$ cat src/rtl/if_id_stage.sv
// Fetch stage and IF/ID register: PC, next-PC select, bubble insertion.
// Branch redirect beats jump beats stall; reset beats everything.
module if_id_stage #(
  parameter logic [31:0] RESET_PC = 32'h0000_0000,
  parameter logic [31:0] NOP_WORD = 32'h0000_0000
) (
  input  logic        clk_i,
  input  logic        rst_i,
  input  logic        stall_i,
  input  logic        jump_i,
  input  logic        branch_taken_i,
  input  logic [31:0] branch_target_i,
  output logic [31:0] imem_addr_o,
  input  logic [31:0] imem_data_i,
  output logic [31:0] pc_o,
  output logic [31:0] instr_o,
  output logic [5:0]  instr_op_o,
  output logic [31:0] pc_plus4_o,
  output logic        valid_o,
  output logic        flush_o
);

  logic [31:0] pc_q, pc_d;
  logic [31:0] instr_q, instr_d;
  logic [31:0] pcp4_q, pcp4_d;
  logic        valid_q, valid_d;
  logic [31:0] pc_plus4;
  logic [31:0] jump_target;
  logic        jump_go;

  assign pc_plus4    = pc_q + 32'd4;
  // Jump target comes from the instruction already sitting in IF/ID.
  assign jump_target = {pcp4_q[31:28], instr_q[25:0], 2'b00};
  assign jump_go     = jump_i & valid_q;

  always_comb begin
    pc_d    = pc_q;
    instr_d = instr_q;
    pcp4_d  = pcp4_q;
    valid_d = valid_q;
    if (branch_taken_i) begin
      pc_d    = branch_target_i;
      instr_d = NOP_WORD;
      pcp4_d  = 32'd0;
      valid_d = 1'b0;
    end else if (jump_go) begin
      pc_d    = jump_target;
      instr_d = NOP_WORD;
      pcp4_d  = 32'd0;
      valid_d = 1'b0;
    end else if (!stall_i) begin
      pc_d    = pc_plus4;
      instr_d = imem_data_i;
      pcp4_d  = pc_plus4;
      valid_d = 1'b1;
    end
  end

  always_ff @(posedge clk_i) begin
    if (rst_i) begin
      pc_q    <= RESET_PC;
      instr_q <= NOP_WORD;
      pcp4_q  <= 32'd0;
      valid_q <= 1'b0;
    end else begin
      pc_q    <= pc_d;
      instr_q <= instr_d;
      pcp4_q  <= pcp4_d;
      valid_q <= valid_d;
    end
  end

  assign imem_addr_o = pc_q;
  assign pc_o        = pc_q;
  assign instr_o     = instr_q;
  assign instr_op_o  = instr_q[31:26];
  assign pc_plus4_o  = pcp4_q;
  assign valid_o     = valid_q;
  assign flush_o     = ~rst_i & (branch_taken_i | jump_go);

endmodule

$ cat config.mk
export PLATFORM = sky130hd
export DESIGN_NAME = if_id_stage
export DESIGN_NICKNAME = d
export VERILOG_FILES = /design/src/rtl/if_id_stage.sv
export SDC_FILE = /design/constraint.sdc
export NUM_CORES = 1
export LEC_CHECK = 0
export BUFFER_PORTS_ARGS = -buffer_cell sky130_fd_sc_hd__buf_2
export CORE_MARGIN = 1
export CORE_UTILIZATION = 44
export CTS_CLUSTER_SIZE = 30
export DETAILED_ROUTE_END_ITERATION = 6
export MAX_ROUTING_LAYER = met4
export PLACE_DENSITY = 0.77
export SETUP_SLACK_MARGIN = 0.05
export SLEW_MARGIN = 20
export SYNTH_ARGS = -nofsm -noshare
export SYNTH_HDL_FRONTEND = slang
export SYNTH_SLANG_ARGS = --single-unit
$ cat constraint.sdc
create_clock -name clk_i -period 2 [get_ports clk_i]
set_clock_uncertainty 0.2 [all_clocks]
set_input_delay 0.1 -clock clk_i [delete_from_list [all_inputs] [get_ports clk_i]]
set_output_delay 0.1 -clock clk_i [all_outputs]
set_load 0.02 [all_outputs]
**After elaboration in Yosys (flattened, before gate mapping)**

Cells that the tools add are included.

- Bits in latches: 0
- Bits of input ports: 69
- Memory bits (writable): 0
- ROM bits: 0
- Flip-flop bits (word level): 97
- Memories: 0

- Bitwise operators: 4
- Muxes and demuxes: 3
- Equal/unequal tests: 1
- Magnitude comparators: 0
- Shift-type cells: 0
- Div/mod/pow operators: 0
- $add $sub $neg: 1
- Multiply operators: 0
- Reductions and logical operators: 1

Operators with widths:

| operator | number |
|---|---|
| $mux 32 | 3 |
| $add 32x3->32 const B | 1 |
| $ne 3x1->1 const B | 1 |
| $reduce_or 3->1 | 1 |
| $and 1x1->1 | 2 |
| $not 1->1 | 1 |
| $or 1x1->1 | 1 |

**Depth between registers and ports, before layout**

Gate-level depths: netlist of run 1.

- Depth in word-level cells: 4
- Depth in mapped cells: 8

**Worst setup path before layout of run 1**

OpenSTA, ideal clock, no wires.

- Path type: flip-flop to flip-flop
- Start: reg pc_q[2], in the netlist imem_addr_o[2]
- End: reg pc_q[26], in the netlist imem_addr_o[26]
- Required time: 1655 ps
- Cell stages (with the launch flop): 8
- Buffers on the path: 1
- Library setup time: 145 ps
- Arrival time: 1885 ps
- Slack: -230 ps
- Path through: dfxtp_1 -> ha_1 -> and3_1 -> clkbuf_1 -> nand4_4 -> o31a_1 -> o21ai_1 -> a41oi_1

- Cells in the longest elaborated chain, start to end: 4

RTL lines:

| what | line | source |
|---|---|---|
| start: declaration | 23 | `logic [31:0] pc_q, pc_d;` |
| start signal: assignment | 66 | `pc_q <= pc_d;` |
| $add 32x3->32 | 31 | `assign pc_plus4 = pc_q + 32'd4;` |
| $mux 32 | 51 | `end else if (!stall_i) begin` |
| $mux 32 | 46 | `end else if (jump_go) begin` |
| $mux 32 | 41 | `if (branch_taken_i) begin` |

No other way between the ends. The select of a mux whose other input is x is not followed.
A chain may end at the register's enable or synchronous reset.

**Worst setup path in the final report of run 1**

- Start: reg pc_q[2], in the netlist imem_addr_o[2]
- End: reg pc_q[28], in the netlist imem_addr_o[28]

Same word-level chain as after synthesis.

==> impl_metrics.tcl, run 1 <==
set metrics [dict create \
    antenna_found_initial 0 \
    pwr-share-comb 0.206 \
    finalNonFillerCells 1010 \
    period_minus_slack_ps 1890 \
    syn_to_final_growth_pct 43.3 \
    crit_type "reg2reg" \
    maxSlewHeadroom 0.684 \
    worstSetupStartpointType "flip-flop" \
    met3_wirelength_um 1440 \
    hp-class "in2reg" \
    die_area_sq_mm 0.0120 \
    dp_hpwl_um 12400 \
    track_usage 0.312 \
    yosysMostFrequentCell "dfxtp_1" \
    place_congestion 0.884 \
    fin_crit_sh 0.946 \
    io_buffers 204 \
    numCtsBuffers 9 \
    syn-cell-area_sq_mm 0.00508 \
    grt_pass1_vias 5348 \
    total_power_w 0.00490 \
    synth_area_leaders "dfxtp_1 (38%), mux2i_1 (7.1%), buf_4 (6.2%)" \
    cts-root-buf "clkbuf_16" \
    vias 5644 \
    num_rows 38 \
    dr.max_layer_used "met4" \
    stdcell_area_sq_mm 0.00728 \
    num_io_pins 205 \
    setup_viol 0 \
    critPathMaxFanout 8 \
    max_freq_mhz 529 \
    synth_cell_types 53 \
    synth_top_cell_area_share 0.382 \
    drt_iter0_markers 432 \
    num_antenna_cells 0 \
    dr_wl_met2_um 8870 \
    overflow 0 \
    clk_latency_ps 350 \
    start_util 0.460 \
    max_cap_violations 0 \
    hold_violations 0 \
    synth_cells 619 \
    tightest_slew_ps 472 \
    firstDrtPassIters 5 \
    clk_pin_slew_worst_paths_ps 80 \
    htreeDepth 3 \
    worstSetupEndpointType "flip-flop" \
    power.leakage_nw 3.38 \
    required_ps 2030 \
    cts_tree "yes" \
    cp.arrival_ps 1920 \
    die_h_um 109 \
    grt_pass1_wl_um 27600 \
    synth_commonest_cells "dfxtp_1 (97), nor2_1 (80), a21oi_1 (59), nand2_1 (50), buf_4 (42)" \
    p_sw_frac 0.300 \
    synth-edff-count 0 \
    die_w_um 109 \
    drc 0 \
    routedWlPerCell_um 18.0 \
    ys_seq_area_frac 0.382 \
    drive_above_1_share 0.385 \
    yosys_register_bits 97 \
    placedCellCount 927 \
    finalMaxSlewViolations 0 \
    core_sq_mm 0.0110 \
    rsz0062_at_grt "yes" \
    finalNetCount 935 \
    drt-met1-wl_um 7390 \
    drtAntennaViolNets 0 \
    power_switching_w 0.00147 \
    ys.flop_type "dfxtp_1" \
    p_per_area_mw_per_mm2 673 \
    avgSynthCellArea_sq_um 8.20 \
    avgViaCountPerCell 5.59 \
    ir_drop_uv 434 \
    synth_warnings 0 \
    grt_max_degree 35 \
    synth_nets 689 \
    p_int_w 0.00343 \
    status "finished, final reports clean" \
    pwr-share-seq 0.427 \
    clock_power_share 0.367 \
    postPlaceCellArea_sq_mm 0.00624 \
    finalSetupTns_ps 0 \
    clock_sinks 97 \
    async_flop_share 0 \
    clk_path_buf_depth 2 \
    wl_um 18200 \
    yosysTopAreaCell "dfxtp_1" \
]
## placed cells by master (no fill, tap or decap), types with 5 or more instances in the layout
cell and count:
inv_1 7, clkbuf_16 9, nand3_1 17, buf_4 58
o21ai_0 34, dfxtp_1 76, nor3_1 8, a21oi_1 59
a211oi_1 6, mux2i_1 36, xnor2_1 17, nor2_1 79
dlygate4sd3_1 57, o21ai_1 8, or3_1 6, dfxtp_2 17
a31oi_1 5, o22ai_1 11, nand2_1 50, nand4_1 7
o31a_1 5, nor4_4 5, xor2_1 10, and3_1 5
buf_2 203
## metrics by stage
stage	hold slack [ps]	utilization	worst slack, ps
finish	3.27	0.660	108
global route	13.8	0.660	30.7
CTS	0.689	0.646	50.9
detailed placement	136	0.566	29.7
global placement	126	0.566	71.6
floorplan	43.9	-	40.2
## layout make-up
type                    count  area (sq um)
fillers                   909          3750
repair buffers            324          2120
clock inverters             7          77.6
clock buffers               9           225
well taps                 140           175
flip-flops and latches     97          1980
multi-input cells         426          2680
inverters                   7          26.3
## timing repair
action | CTS | global route
gates resized for setup | 0 | 21
setup endpoints to repair | 2 | 30
hold buffers | 57 | 0
gates cloned | 0 | 1
hold endpoints to repair | 55 | 0
pin swaps | 1 | 12
buffers inserted | 1 | 8
## sequential cells by signal, indices dropped and copies added, names as in the netlist
register and flops:
instr_o 32, pc_plus4_o 32, imem_addr_o 32, valid_o 1
## logic make-up after synthesis
kind of cell | count (synthesis) | synth area share
adders and majority gates | 1 | 0.00246
and+or+nand+nor | 206 | 0.211
DFF | 97 | 0.382
AOI/OAI and AO/OA | 155 | 0.179
buffers and inverters | 97 | 0.107
muxes | 36 | 0.0710
xor gates and xnor gates | 27 | 0.0466
## critical path: stages, from the launching register on
cell	delay, ps
dfxtp_4	370
ha_4	140
and3_4	200
nand4_4	220
buf_4	230
nor4_4	140
xnor2_1	170
o22ai_1	100
## layer usage
| layer | global-route usage | up-vias |
|---|---|---|
| met5 | - | - |
| met4 | 0.116 | 0 |
| met3 | 0.0415 | 42 |
| met2 | 0.512 | 304 |
| met1 | 0.392 | 2674 |
| li1 | - | 2624 |
## final timing paths
kind	from	to	slack, ps	depth (start not counted)
max	imem_addr_o[2]	imem_addr_o[28]	110	7
min	stall_i	pc_plus4_o[21]	3	3
max reg2reg	imem_addr_o[2]	imem_addr_o[28]	110	7
min reg2reg	pc_plus4_o[7]	pc_plus4_o[7]	270	2
## power by group through the flow
stage                     Combinational, W  Clock, W  Sequential (W)
after CTS                         0.000977   0.00180         0.00209
after floorplan                   0.000467         0         0.00224
final                              0.00101   0.00180         0.00209
after detailed placement          0.000888         0         0.00213
after global placement            0.000878         0         0.00213
after global routing               0.00108   0.00189         0.00210
Note: power is estimated with default switching activity, not from simulation.
==> run 2, diff against run 1 <==
==> constraint.sdc (replaced) <==
create_clock -name clk_i -period 2 [get_ports clk_i]
set_clock_uncertainty 0.2 [all_clocks]
set_input_delay 0.2 -clock clk_i [delete_from_list [all_inputs] [get_ports clk_i]]
set_output_delay 0.2 -clock clk_i [all_outputs]
set_load 0.02 [all_outputs]
==> run 2 against run 1 <==
Die area unchanged. Utilization down 0.74 points. Critical endpoint is now imem_addr_o[25]. Sequential power about the same. Cell count about the same. Non-clock buffer count down 2. Via count about the same. Global-route usage up 0.32 points. Maximum frequency down 1.0%.
==> impl_metrics.tcl, run 2 (synthesis results as in run 1) <==
set metrics [dict create \
    crit_buf_inv 1 \
    routedWlPerCell_um 18.0 \
    reg2reg_from "imem_addr_o[3]" \
    firstDrtPassIters 5 \
    drtAntennaViolNets 0 \
    finalNetCount 933 \
    r2r_cells 6 \
    grt_max_degree 31 \
    cts_tree "yes" \
    max_freq_mhz 523 \
    finalSetupTns_ps 0 \
    numCtsBuffers 9 \
    htreeDepth 3 \
    status "finished, final reports clean" \
    met3_usage 0.0421 \
    die_area_sq_mm 0.0120 \
    drc 0 \
    ff2ff_setup_slack_ps 90 \
    post-place-ws_ps 56.7 \
    placedCellCount 932 \
    finalNonFillerCells 1009 \
    postPlaceCellArea_sq_mm 0.00625 \
    timing.final.ws_setup_ps 89.2 \
    critPathMaxFanout 11 \
    crit_path_cell_trace "and4_1 > nand4_4 > buf_4 > nor3_2 > xnor2_1 > o22ai_1" \
    crit_type "reg2reg" \
    cp_slowest_stage_delay_ps 370 \
    tightest_slew_ps 673 \
    track_usage 0.315 \
    grt.busiest_layer "met2" \
    use_met1 0.392 \
    grt_pass1_vias 5430 \
    place_congestion 0.951 \
    worstSetupStartpoint "imem_addr_o[3]" \
    grt_pass1_wl_um 28100 \
    cp.arrival_ps 1930 \
    drive_above_1_share 0.389 \
    hold_violations 0 \
    rsz0062_at_grt "yes" \
    crit_family "simple AND/OR/NAND/NOR gates" \
    core_sq_mm 0.0110 \
    required_ps 2020 \
    setup_viol 0 \
    fin_crit_sh 0.955 \
    vias 5640 \
    io_buffers 204 \
    clk_path_buf_depth 2 \
    reg2reg_to "imem_addr_o[25]" \
    start_util 0.460 \
    overflow 0 \
    num_rows 38 \
    die_h_um 109 \
    clk_latency_ps 350 \
    clock_sinks 97 \
    worstSetupEndpointType "flip-flop" \
    max_cap_violations 0 \
    power.leakage_nw 3.36 \
    p_per_area_mw_per_mm2 663 \
    gr-usage-met2 0.504 \
    worstSetupStartpointType "flip-flop" \
    period_minus_slack_ps 1910 \
    maxSlewHeadroom 0.550 \
    cp_slowest_cell "dfxtp_4" \
    wl_um 18100 \
    hp-start "branch_target_i[4]" \
    cts-root-buf "clkbuf_16" \
    stdcell_area_sq_mm 0.00720 \
    avgViaCountPerCell 5.59 \
    antenna_found_initial 1 \
    layout_common_cells "buf_2 (203), nor2_1 (80), dfxtp_1 (75), buf_4 (66), a21oi_1 (59)" \
    layout_commonest_cell "buf_2" \
    dp_hpwl_um 12700 \
    drt_iter0_markers 369 \
    worst_hold_path.endpoint "imem_addr_o[4]" \
    num_io_pins 205 \
    die_w_um 109 \
    finalMaxSlewViolations 0 \
    fillers 932 \
    syn_to_final_growth_pct 41.7 \
    hp-class "in2reg" \
    clk_pin_slew_worst_paths_ps 70 \
    hold_path_depth 3 \
    ir_drop_uv 392 \
]
[run 2: layer usage]
layer / up-vias / wire length [um]
li1: 2631 / -
met1: 2673 / 7590
met2: 286 / 8660
met3: 50 / 1300
met4: 0 / 563
met5: - / 0
[run 2: timing repair]
| item | 4_1_cts | 5_1_grt |
|---|---|---|
| hold buffers | 51 | 0 |
| endpoints found under the setup margin | 2 | 24 |
| gates cloned | 0 | 1 |
| hold endpoints to repair | 50 | 0 |
| pin swaps | 1 | 12 |
| gates resized for setup | 1 | 20 |
| setup buffers | 1 | 7 |
[run 2: per-stage QoR]
step           power [W]  hold WS, ps  utilization
2_1_floorplan    0.00271          144            -
3_3_place_gp     0.00301          227        0.567
3_5_place_dp     0.00302          240        0.567
4_1_cts          0.00474         6.32        0.639
5_1_grt          0.00496         17.5        0.653
6_report         0.00477         7.63        0.653
[run 2: final cells by class]
cell class,instances,area (sq um),area share
tap,140,175,0.0243
antenna,1,2.50,0.000348
sequential,97,1980,0.275
clock inverter,6,50.0,0.00695
timing repair buffer,322,2050,0.285
multi-input combinational,426,2690,0.373
clock buffer,10,229,0.0318
inverter,7,26.3,0.00365
[run 2: how the worst max path moves through the flow]
stage,to,depth (start not counted)
2_1_floorplan,imem_addr_o[26],7
3_3_place_gp,imem_addr_o[26],6
3_5_place_dp,imem_addr_o[26],6
4_1_cts,pc_plus4_o[20],7
5_1_grt,imem_addr_o[26],6
6_report,imem_addr_o[25],6
[run 2: power by group]
part | total [W] | switching (W) | internal, W
logic | 0.000997 | 0.000574 | 0.000422
registers | 0.00210 | 0.0000794 | 0.00202
clock network | 0.00168 | 0.000815 | 0.000862
[run 2: worst register-to-register path, stage by stage, from the launching register on]
cell and delay, ps:
dfxtp_4 370, and4_1 250, nand4_4 250, buf_4 240, nor3_2 120, xnor2_1 240, o22ai_1 120
==> run 3, diff against run 2 <==
Settings changed: CORE_MARGIN 1 to 3, RECOVER_POWER from default to 50, REMOVE_ABC_BUFFERS from default to 1.
==> run 3 against run 2 <==
Critical path type unchanged. Critical path depth unchanged. Sequential share of layout area rose by 0.084 points. Flip-flop and latch count is the same.
==> impl_metrics.tcl, run 3 (synthesis results as in run 1) <==
set metrics [dict create \
    hold_violations 0 \
    setup_viol 0 \
    max_freq_mhz 526 \
    vias 5388 \
    fillers 1007 \
    p_per_area_mw_per_mm2 691 \
    cp.arrival_ps 1920 \
    post-place-ws_ps 45.3 \
    clock_sinks 97 \
    r2r_cells 6 \
    total_power_w 0.00487 \
    dp_hpwl_um 11000 \
    track_usage 0.243 \
    grt_pass1_wl_um 24600 \
    layout_common_cells "clkbuf_1 (116), dfxtp_1 (95), buf_2 (89), nor2_1 (80), a21oi_1 (58)" \
    htreeDepth 3 \
    core_sq_mm 0.0111 \
    wl_um 16100 \
    timing.final.ws_setup_ps 97.9 \
    die_w_um 113 \
    max_cap_violations 0 \
    dr_wl_met2_um 7980 \
    placedCellCount 924 \
    maxSlewHeadroom 0.709 \
    critPathMaxFanout 7 \
    drt-met1-wl_um 6820 \
    tightest_slew_ps 435 \
    rsz0062_at_grt "yes" \
    fin_crit_sh 0.951 \
    io_buffers 204 \
    worst_hold_path.endpoint "imem_addr_o[3]" \
    finalMaxSlewViolations 0 \
    reg2reg_from "imem_addr_o[7]" \
    numCtsBuffers 9 \
    worstSetupStartpointType "flip-flop" \
    dr.max_layer_used "met4" \
    ff2ff_setup_slack_ps 100 \
    hp-class "in2reg" \
    die_area_sq_mm 0.0129 \
    cts_tree "yes" \
    layout_commonest_cell "clkbuf_1" \
    start_util 0.458 \
    crit_type "reg2reg" \
    power.leakage_nw 2.88 \
    finalSetupTns_ps 0 \
    syn_to_final_growth_pct 39.0 \
    num_antenna_cells 0 \
    num_rows 38 \
    clk_pin_slew_worst_paths_ps 70 \
    clk_latency_ps 340 \
    met3_wirelength_um 1060 \
    overflow 0 \
    firstDrtPassIters 5 \
    hp-start "branch_target_i[3]" \
    antenna_found_initial 0 \
    reg2reg_to "imem_addr_o[30]" \
    drc 0 \
    status "finished, final reports clean" \
    required_ps 2020 \
    avgViaCountPerCell 5.37 \
    num_io_pins 205 \
    routedWlPerCell_um 16.1 \
    finalNonFillerCells 1003 \
    ir_drop_uv 495 \
    grt_pass1_vias 4948 \
    worstSetupEndpointType "flip-flop" \
    die_h_um 113 \
    grt_max_degree 50 \
    place_congestion 0.861 \
    clk_path_buf_depth 2 \
    multi_input_area_sq_mm 0.00268 \
    finalNetCount 928 \
    period_minus_slack_ps 1900 \
    hold_path_depth 5 \
    cts-root-buf "clkbuf_16" \
    drt_iter0_markers 418 \
    drive_above_1_share 0.225 \
    register_area_sq_mm 0.00194 \
    whs_ps 33.4 \
    drtAntennaViolNets 0 \
]
## run 3: metrics by stage
step	util	instance area (sq um)
2_1_floorplan	-	4560
3_3_place_gp	0.558	6180
3_5_place_dp	0.558	6180
4_1_cts	0.639	7080
5_1_grt	0.637	7060
6_report	0.637	7060
## run 3: cell type report
class | count | area share
Multi-Input combinational cell | 426 | 0.380
Clock buffer | 11 | 0.0330
Timing Repair Buffer | 317 | 0.271
Tap cell | 140 | 0.0248
Clock inverter | 5 | 0.0113
Sequential cell | 97 | 0.275
Inverter | 7 | 0.00372
## run 3: power by group
group / switching [W] / internal (W)
Clock: 0.000742 / 0.00110
Sequential: 0.0000693 / 0.00201
Combinational: 0.000560 / 0.000393
## run 3: critical path, stage by stage (launching register included)
cell     delay, ps
dfxtp_1        350
and4_1         340
nand4_4        220
buf_4          200
nor3_2         180
xnor2_1        170
o22ai_1        120
## run 3: worst max-delay path by stage
| stage | startpoint | end |
|---|---|---|
| 5_1_grt | imem_addr_o[19] | imem_addr_o[26] |
| 6_report | imem_addr_o[7] | imem_addr_o[30] |
| 3_3_place_gp | imem_addr_o[2] | pc_plus4_o[21] |
| 4_1_cts | imem_addr_o[2] | imem_addr_o[26] |
| 2_1_floorplan | valid_o | imem_addr_o[8] |
| 3_5_place_dp | imem_addr_o[2] | pc_plus4_o[21] |
## run 3: per-layer routing
layer / up-vias / track usage
li1: 2611 / -
met1: 2528 / 0.298
met2: 217 / 0.413
met3: 32 / 0.0387
met4: 0 / 0.0761
met5: - / -
## run 3: timing repair
item,CTS,global route
endpoints found under the hold margin,55,0
cloned,0,1
gates resized for setup,0,23
endpoints found under the setup margin,1,29
setup buffers,4,3
hold buffers,55,0
pin swaps,0,7
